File: src/rtl/reg_fifo_ab_pkg.sv
// rtl/reg_fifo_ab_pkg.sv - shared state encodings and width default for reg_fifo_ab
package reg_fifo_ab_pkg;

    localparam int DATA_WIDTH_DEF = 8;

    localparam logic [7:0] STATE_RESET = 8'h00;
    localparam logic [7:0] STATE_EMPTY = 8'h01;
    localparam logic [7:0] STATE_HALF  = 8'h02;
    localparam logic [7:0] STATE_FULL  = 8'h03;

    typedef enum logic [7:0] {
        ST_RESET = STATE_RESET,
        ST_EMPTY = STATE_EMPTY,
        ST_HALF  = STATE_HALF,
        ST_FULL  = STATE_FULL
    } state_e;

endpackage

File: src/rtl/reg_fifo_ab_slot.sv
// rtl/reg_fifo_ab_slot.sv - one payload register with load enable and async clear
module reg_fifo_slot
    import reg_fifo_ab_pkg::*;
#(
    parameter int WIDTH = DATA_WIDTH_DEF
) (
    input  logic             clk_i,
    input  logic             rst_ni,
    input  logic             load_i,
    input  logic [WIDTH-1:0] d_i,
    output logic [WIDTH-1:0] q_o
);

    logic [WIDTH-1:0] data_q;

    always_ff @(posedge clk_i or negedge rst_ni) begin
        if (!rst_ni) begin
            data_q <= '0;
        end else if (load_i) begin
            data_q <= d_i;
        end
    end

    assign q_o = data_q;

endmodule

File: src/rtl/reg_fifo_ab.sv
// rtl/reg_fifo_ab.sv - two-entry ping-pong register slice FIFO
module reg_fifo_ab
    import reg_fifo_ab_pkg::*;
#(
    parameter int DATA_WIDTH = DATA_WIDTH_DEF
) (
    input  logic                  CLK_I,
    input  logic                  RST_I,
    input  logic                  S_WVALID,
    output logic                  S_WREADY,
    input  logic [DATA_WIDTH-1:0] S_WDATA,
    output logic                  M_WVALID,
    input  logic                  M_WREADY,
    output logic [DATA_WIDTH-1:0] M_WDATA
);

    state_e state_q, state_d;
    logic   mux_in_q, mux_in_d;
    logic   mux_out_q, mux_out_d;

    logic [7:0] state;
    logic       mux_in;
    logic       mux_out;
    logic       push;
    logic       pop;
    logic       wr_in_valid_A;
    logic       wr_in_valid_B;
    logic       wr_out_valid_A;
    logic       wr_out_valid_B;
    logic [DATA_WIDTH-1:0] slot_a;
    logic [DATA_WIDTH-1:0] slot_b;

    assign state   = state_q;
    assign mux_in  = mux_in_q;
    assign mux_out = mux_out_q;

    // Handshake flags are decoded only from the state register, never from inputs.
    assign S_WREADY = (state_q == ST_EMPTY) || (state_q == ST_HALF);
    assign M_WVALID = (state_q == ST_HALF)  || (state_q == ST_FULL);
    assign M_WDATA  = mux_out_q ? slot_b : slot_a;

    assign push = S_WVALID & S_WREADY;
    assign pop  = M_WVALID & M_WREADY;

    assign wr_in_valid_A  = push & ~mux_in_q;
    assign wr_in_valid_B  = push &  mux_in_q;
    assign wr_out_valid_A = pop  & ~mux_out_q;
    assign wr_out_valid_B = pop  &  mux_out_q;

    reg_fifo_slot #(.WIDTH(DATA_WIDTH)) u_slot_a (
        .clk_i  (CLK_I),
        .rst_ni (RST_I),
        .load_i (wr_in_valid_A),
        .d_i    (S_WDATA),
        .q_o    (slot_a)
    );

    reg_fifo_slot #(.WIDTH(DATA_WIDTH)) u_slot_b (
        .clk_i  (CLK_I),
        .rst_ni (RST_I),
        .load_i (wr_in_valid_B),
        .d_i    (S_WDATA),
        .q_o    (slot_b)
    );

    always_ff @(posedge CLK_I or negedge RST_I) begin
        if (!RST_I) begin
            state_q   <= ST_RESET;
            mux_in_q  <= 1'b0;
            mux_out_q <= 1'b0;
        end else begin
            state_q   <= state_d;
            mux_in_q  <= mux_in_d;
            mux_out_q <= mux_out_d;
        end
    end

    always_comb begin
        state_d   = state_q;
        mux_in_d  = mux_in_q ^ (wr_in_valid_A | wr_in_valid_B);
        mux_out_d = mux_out_q ^ (wr_out_valid_A | wr_out_valid_B);
        case (state_q)
            ST_RESET: state_d = ST_EMPTY;
            ST_EMPTY: if (push) state_d = ST_HALF;
            ST_HALF: begin
                if (push && !pop) begin
                    state_d = ST_FULL;
                end else if (pop && !push) begin
                    state_d = ST_EMPTY;
                end
            end
            ST_FULL:  if (pop) state_d = ST_HALF;
            default:  state_d = ST_RESET;
        endcase
    end

endmodule

File: config.mk
export PLATFORM = sky130hd
export DESIGN_NAME = reg_fifo_ab
export DESIGN_NICKNAME = d
export VERILOG_FILES = /design/src/rtl/reg_fifo_ab_pkg.sv /design/src/rtl/reg_fifo_ab_slot.sv /design/src/rtl/reg_fifo_ab.sv
export SDC_FILE = /design/constraint.sdc
export NUM_CORES = 1
export LEC_CHECK = 0
export BUFFER_PORTS_ARGS = -buffer_cell sky130_fd_sc_hd__buf_2
export CAP_MARGIN = 10
export CORE_UTILIZATION = 56
export CTS_CLUSTER_DIAMETER = 100
export CTS_CLUSTER_SIZE = 30
export DETAILED_ROUTE_END_ITERATION = 6
export HOLD_SLACK_MARGIN = 0.1
export PLACE_DENSITY = 0.79
export SETUP_SLACK_MARGIN = 0.4
export SLEW_MARGIN = 10
export SYNTH_ARGS = -nofsm -noshare
export SYNTH_HDL_FRONTEND = slang
export SYNTH_SLANG_ARGS = --single-unit
export TNS_END_PERCENT = 50
File: constraint.sdc
create_clock -name CLK_I -period 4.1 [get_ports CLK_I]
set_clock_uncertainty 0.2 [all_clocks]
set_input_delay 0.82 -clock CLK_I [delete_from_list [all_inputs] [get_ports CLK_I]]
set_output_delay 0.82 -clock CLK_I [all_outputs]
set_load 0.005 [all_outputs]
**Word level (Yosys, flattened, before mapping)**

Index checks and enable logic that the tools add are counted.

- Bits in registers: 26
- Input bits: 12
- Output and inout port bits: 10
- Word-level logic and storage cells: 37

- Equal/unequal tests: 6
- Muxes and demuxes: 6
- Bitwise gates (word level): 12
- Reduce and logical (&&, ||, !) cells: 8

Operators with widths:

| operator | count |
|---|---|
| two-way mux 8 bit | 5 |
| case mux 8 bit (4 select lines) | 1 |
| == test 8 x 2 -> 1 bit, second input constant | 2 |
| == test 8 x 1 -> 1 bit, second input constant | 1 |
| zero test 8 bit | 1 |
| bitwise AND 1 bit | 6 |
| != test 2 bit, second input constant | 2 |
| != test 3 x 1 -> 1 bit, second input constant | 1 |
| AND reduction 3 bit | 1 |
| logical AND 1 bit | 2 |
| zero test 1 bit | 2 |
| logical OR 1 bit | 2 |
| NOT 1 bit | 2 |
| bitwise OR 1 bit | 2 |
| XOR 1 bit | 2 |

**Logic depth before layout (Yosys ltp)**

- Word-level depth: 8
- Mapped depth: 7
- Mapped depth without buffers: 7

**Modules after synthesis**

From an unflattened synthesis, not the netlist that was laid out.

- Cell total of the unflattened synthesis: 73
- Area total of the unflattened synthesis: 1074.8 um2

By module, submodules not included:

| module | times used | cells an instance | area an instance (um2) | sequential area each (um2) |
|---|---|---|---|---|
| reg_fifo_slot | 2 | 17 | 331.6 | 200.2 |
| reg_fifo_ab | 1 | 39 | 411.6 | 100.1 |

**Least setup slack after synthesis**

Ideal clock, no wire load.

- Path type: input -> register
- Start: in S_WVALID
- End: reg u_slot_a.data_q[0], in the netlist u_slot_a.q_o[0]
- Library setup time: 0.125 ns
- Arrival: 1.749 ns
- Required time: 3.775 ns
- Path slack: 2.026 ns
- Stages on the path: 5
- Path buffers: 1
- Cells stage by stage: nand2_1 inv_1 ha_1 clkbuf_1 mux2_2

- Cells in the longest elaborated chain, start to end: 2

RTL lines:

| element | RTL line | RTL |
|---|---|---|
| from (decl) | reg_fifo_ab.sv:9 | `input logic S_WVALID,` |
| bitwise AND 1 bit | reg_fifo_ab.sv:42 | `assign push = S_WVALID & S_WREADY;` |
| bitwise AND 1 bit | reg_fifo_ab.sv:45 | `assign wr_in_valid_A = push & ~mux_in_q;` |
| via u_slot_a.load_i | reg_fifo_ab_slot.sv:9 | `input logic load_i,` |
| to (signal assigned) | reg_fifo_ab_slot.sv:20 | `data_q <= d_i;` |
| to (decl) | reg_fifo_ab_slot.sv:14 | `logic [WIDTH-1:0] data_q;` |

The timed path passes the listed nets, and every way through them passes these cells.
A chain may end at the register's enable or synchronous reset.

**Final worst setup path**

- Start: reg state_q[0], in the netlist state[0]
- End: out M_WVALID

- Cells in the longest elaborated chain, start to end: 2
- Elaborated cells on any way between the ends: 3
- Classes of those cells: 2 x eq/ne; 1 x reduce/logical

RTL lines:

| element | RTL line | RTL |
|---|---|---|
| from (decl) | reg_fifo_ab.sv:17 | `state_e state_q, state_d;` |
| from (signal assigned) | reg_fifo_ab.sv:72 | `state_q <= state_d;` |
| == test 8 x 2 -> 1 bit | reg_fifo_ab.sv:39 | `assign M_WVALID = (state_q == ST_HALF) \|\| (state_q == ST_FULL);` |
| logical OR 1 bit * | reg_fifo_ab.sv:39 |  |
| to (decl) | reg_fifo_ab.sv:12 | `output logic M_WVALID,` |

Every way passes the cells marked *; elsewhere a longest branch is shown, timed or not.

==> impl_results.md <==
- Outcome: finished, final reports clean
- R2R cell count: 6
- Final wirelength: about 1500 um
- Final Hold Viols: 0
- Final min period: 2.474 ns
- Leading area contributor after synthesis: dfrtp_1
- Crit-path max FO: 5
- DR pass1 iterations: 5
- Int Pwr: 0.6195 mW
- Clock slew at reported path FFs: 0.10 ns
- RSZ-0062 raised after global routing: no
- FF-to-FF End: u_slot_b.q_o[1]$_DFFE_PN0P_
- Worst Max-Slew Pin Slew: ~0.44 ns
- Initial antenna violation count: 0
- Synth top area cells: dfrtp_1 (50%), mux2_2 (27%), ha_1 (10%), inv_1 (2.3%), xnor2_1 (1.8%)
- Clock Root Buffer: clkbuf_4
- Max-Cap Viols: 0
- Async S/R FF share, synth: 100.0%
- Main synth FF type: dfrtp_1
- Power Density: between 800 and 900 nW/um2
- Maximum vdd drop: 0.4646 mV
- CTS max path bufs: 2
- Grt ovf: 0
- Crit. End Element: output port
- Filler Cell Count: 139
- Cell area after synthesis: about 1000 um2
- Synthesized net count: 93
- Crit path cell chain: inv_1 > ha_1 > or2_2 > buf_2
- Die Area: 1958 um2
- Ant. Diodes: 0
- Final Cycle Share: 60.33%
- TNS Setup: 0 ns
- Final Setup Violations: 0
- Share of the synthesized area in the top cell type: 50.06%
- Reg-to-reg setup timing slack: 1.92 ns
- Leak pwr: about 0.56 nW
- Max-slew violation total from the final report: 0
- Total CTS buffers: 3
- Syn Inst Count: between 70 and 80
- Via density per instance: 5.051
- Remaining antenna violation count: 0
- Area growth syn-to-layout: 14.64%
- Slew headroom: 70.98%
- Setup bufs post-CTS: 0
- Slowest cell on crit path: dfrtp_1
- Final HPWL DP: 1195 um
- Most frequent cell after synthesis: mux2_2
- CTS tree: yes
- DR vias: 596
- CP Launch Type: flop
- DRC: 0
- I/O pin total: 22
- Vias in the first global route: 624
- CP Class: flop to output port
- Number of unique standard cell types used by synthesis: 16
- Synth top cells by count: mux2_2 (24), dfrtp_1 (20), ha_1 (8), inv_1 (6), clkbuf_1 (3)
- Core area: 1594 um2
- Ratio of cells with drive above 1 in the final layout: between 50% and 60%
- Post-CTS Resized: 0
- Post-synth EDFFs: 0
- Flops & latches, synth: 20
- # port buffers: 21
- Pin count of the biggest net entering global routing: 21
- Die height: 44.25 um
- FF-to-FF Start: state[1]$_DFFE_PN0P_
- DR iter-0 viols: 3
- Final nets: about 120
- Wire per inst: between 10 and 15 um
- Routability congestion estimate: 0.8323
- WP data arrival: 1.45 ns
- Syn avg cell area: between 10 and 15 um2
- Initial Utilization: between 60% and 70%
- Sw power: 0.3035 mW
- Die width: 44.25 um
- Hold_buf cts: 0
- Htree depth: 1
- Seq/Total Area, Yosys: 50.06%
- Synth warn: 0
- Worst hold path class: input port to asynchronous set/reset pin
- CP required: 3.08 ns
- Clock power frac: 9.5%
- Clock net sink count: 20
- CP max stage delay: 0.39 ns
- GRT Total Usage: 19.31%
- Sequential share of power: roughly two fifths
- Later-pin clock latency in the skew report: 0.28 ns
- Net Sw Frac: 32.88%
- FMAX: a little over 400 MHz
- Final hold slack: 0.2580 ns
- # rows: 14
- Gate power share: 50.3%
- Global-route wire length before repair: ~2700 um
## layer usage
metal / global-route usage, % / part of all wire, %
met5: 0 / 0
met4: 3.636 / 0
met3: 3.673 / 4.0
met2: 32.94 / 48
met1: 25.95 / 48
## worst max-delay path by stage
stage / from / endpoint / slack (ns) / depth (start not counted)
global route: state[0]$_DFFE_PN0P_ / M_WVALID / 1.53 / 4
finish: state[0]$_DFFE_PN0P_ / M_WVALID / 1.63 / 4
floorplan: S_WVALID / u_slot_a.q_o[0]$_DFFE_PN0P_ / 2.03 / 5
detailed placement: S_WVALID / u_slot_b.q_o[1]$_DFFE_PN0P_ / 1.87 / 5
global placement: S_WVALID / u_slot_b.q_o[6]$_DFFE_PN0P_ / 1.91 / 5
CTS: state[0]$_DFFE_PN0P_ / M_WVALID / 1.61 / 4
## final cells by class
cell class,instances,area [um2],area share [%]
Timing Repair Buffer,21,105.1,9.170
Inverter,6,22.52,1.965
Clock buffer,3,22.52,1.965
Sequential cell,20,500.5,43.67
Tap cell,24,30.03,2.620
Multi-Input combinational cell,44,465.4,40.61
## critical path, delay by kind of cell, from the launching register on
| family | cells | cell delay (ns) |
|---|---|---|
| buffers and inverters | 2 | 0.24 |
| flip-flops | 1 | 0.39 |
| AND/OR/NAND/NOR | 1 | 0.30 |
| adder cells (fa/ha/maj) | 1 | 0.25 |
## kinds of logic (layout without fill, tap and decap cells)
group           after synthesis  after routing  share of synthesized area (%)
xor+xnor                      2              2                          1.753
simple gates                  4              4                          2.003
buf+inv                       9             30                          3.379
fa+ha+maj                     8              8                          10.01
mux                          26             26                          29.54
flops                        20             20                          50.06
compound gates                4              4                          3.254
## cells in the final DEF (no fill, tap or decap), types with 2 or more instances in the layout
| master | instances |
|---|---|
| inv_1 | 6 |
| ha_1 | 8 |
| dfrtp_1 | 20 |
| buf_2 | 21 |
| clkbuf_4 | 3 |
| xnor2_1 | 2 |
| mux2_2 | 24 |
## state kept, by name, indices dropped and copies added (netlist names)
signal and cells:
mux_in 1, u_slot_a.q_o 8, u_slot_b.q_o 8, state 2, mux_out 1
## through the flow
| step | utilization [%] | cell area, um2 | worst slack, ns | std cells | power [mW] |
|---|---|---|---|---|---|
| detailed placement | 70.49 | 1124 | 1.871 | 115 | 0.8475 |
| floorplan | - | 999.7 | 2.026 | 73 | 0.7062 |
| finish | 71.90 | 1146 | 1.626 | 118 | 0.9230 |
| global route | 71.90 | 1146 | 1.531 | 118 | 1.003 |
| global placement | 70.49 | 1124 | 1.906 | 115 | 0.8248 |
| CTS | 71.90 | 1146 | 1.609 | 118 | 0.9370 |
## power by group through the flow
stage | Clock [mW] | Sequential [mW] | Combinational [mW]
CTS | 0.0916 | 0.374 | 0.471
finish | 0.0877 | 0.371 | 0.464
global route | 0.0963 | 0.387 | 0.520
detailed placement | 0 | 0.379 | 0.468
global placement | 0 | 0.371 | 0.454
floorplan | 0 | 0.341 | 0.365
Power figures use the tool's default switching activity.
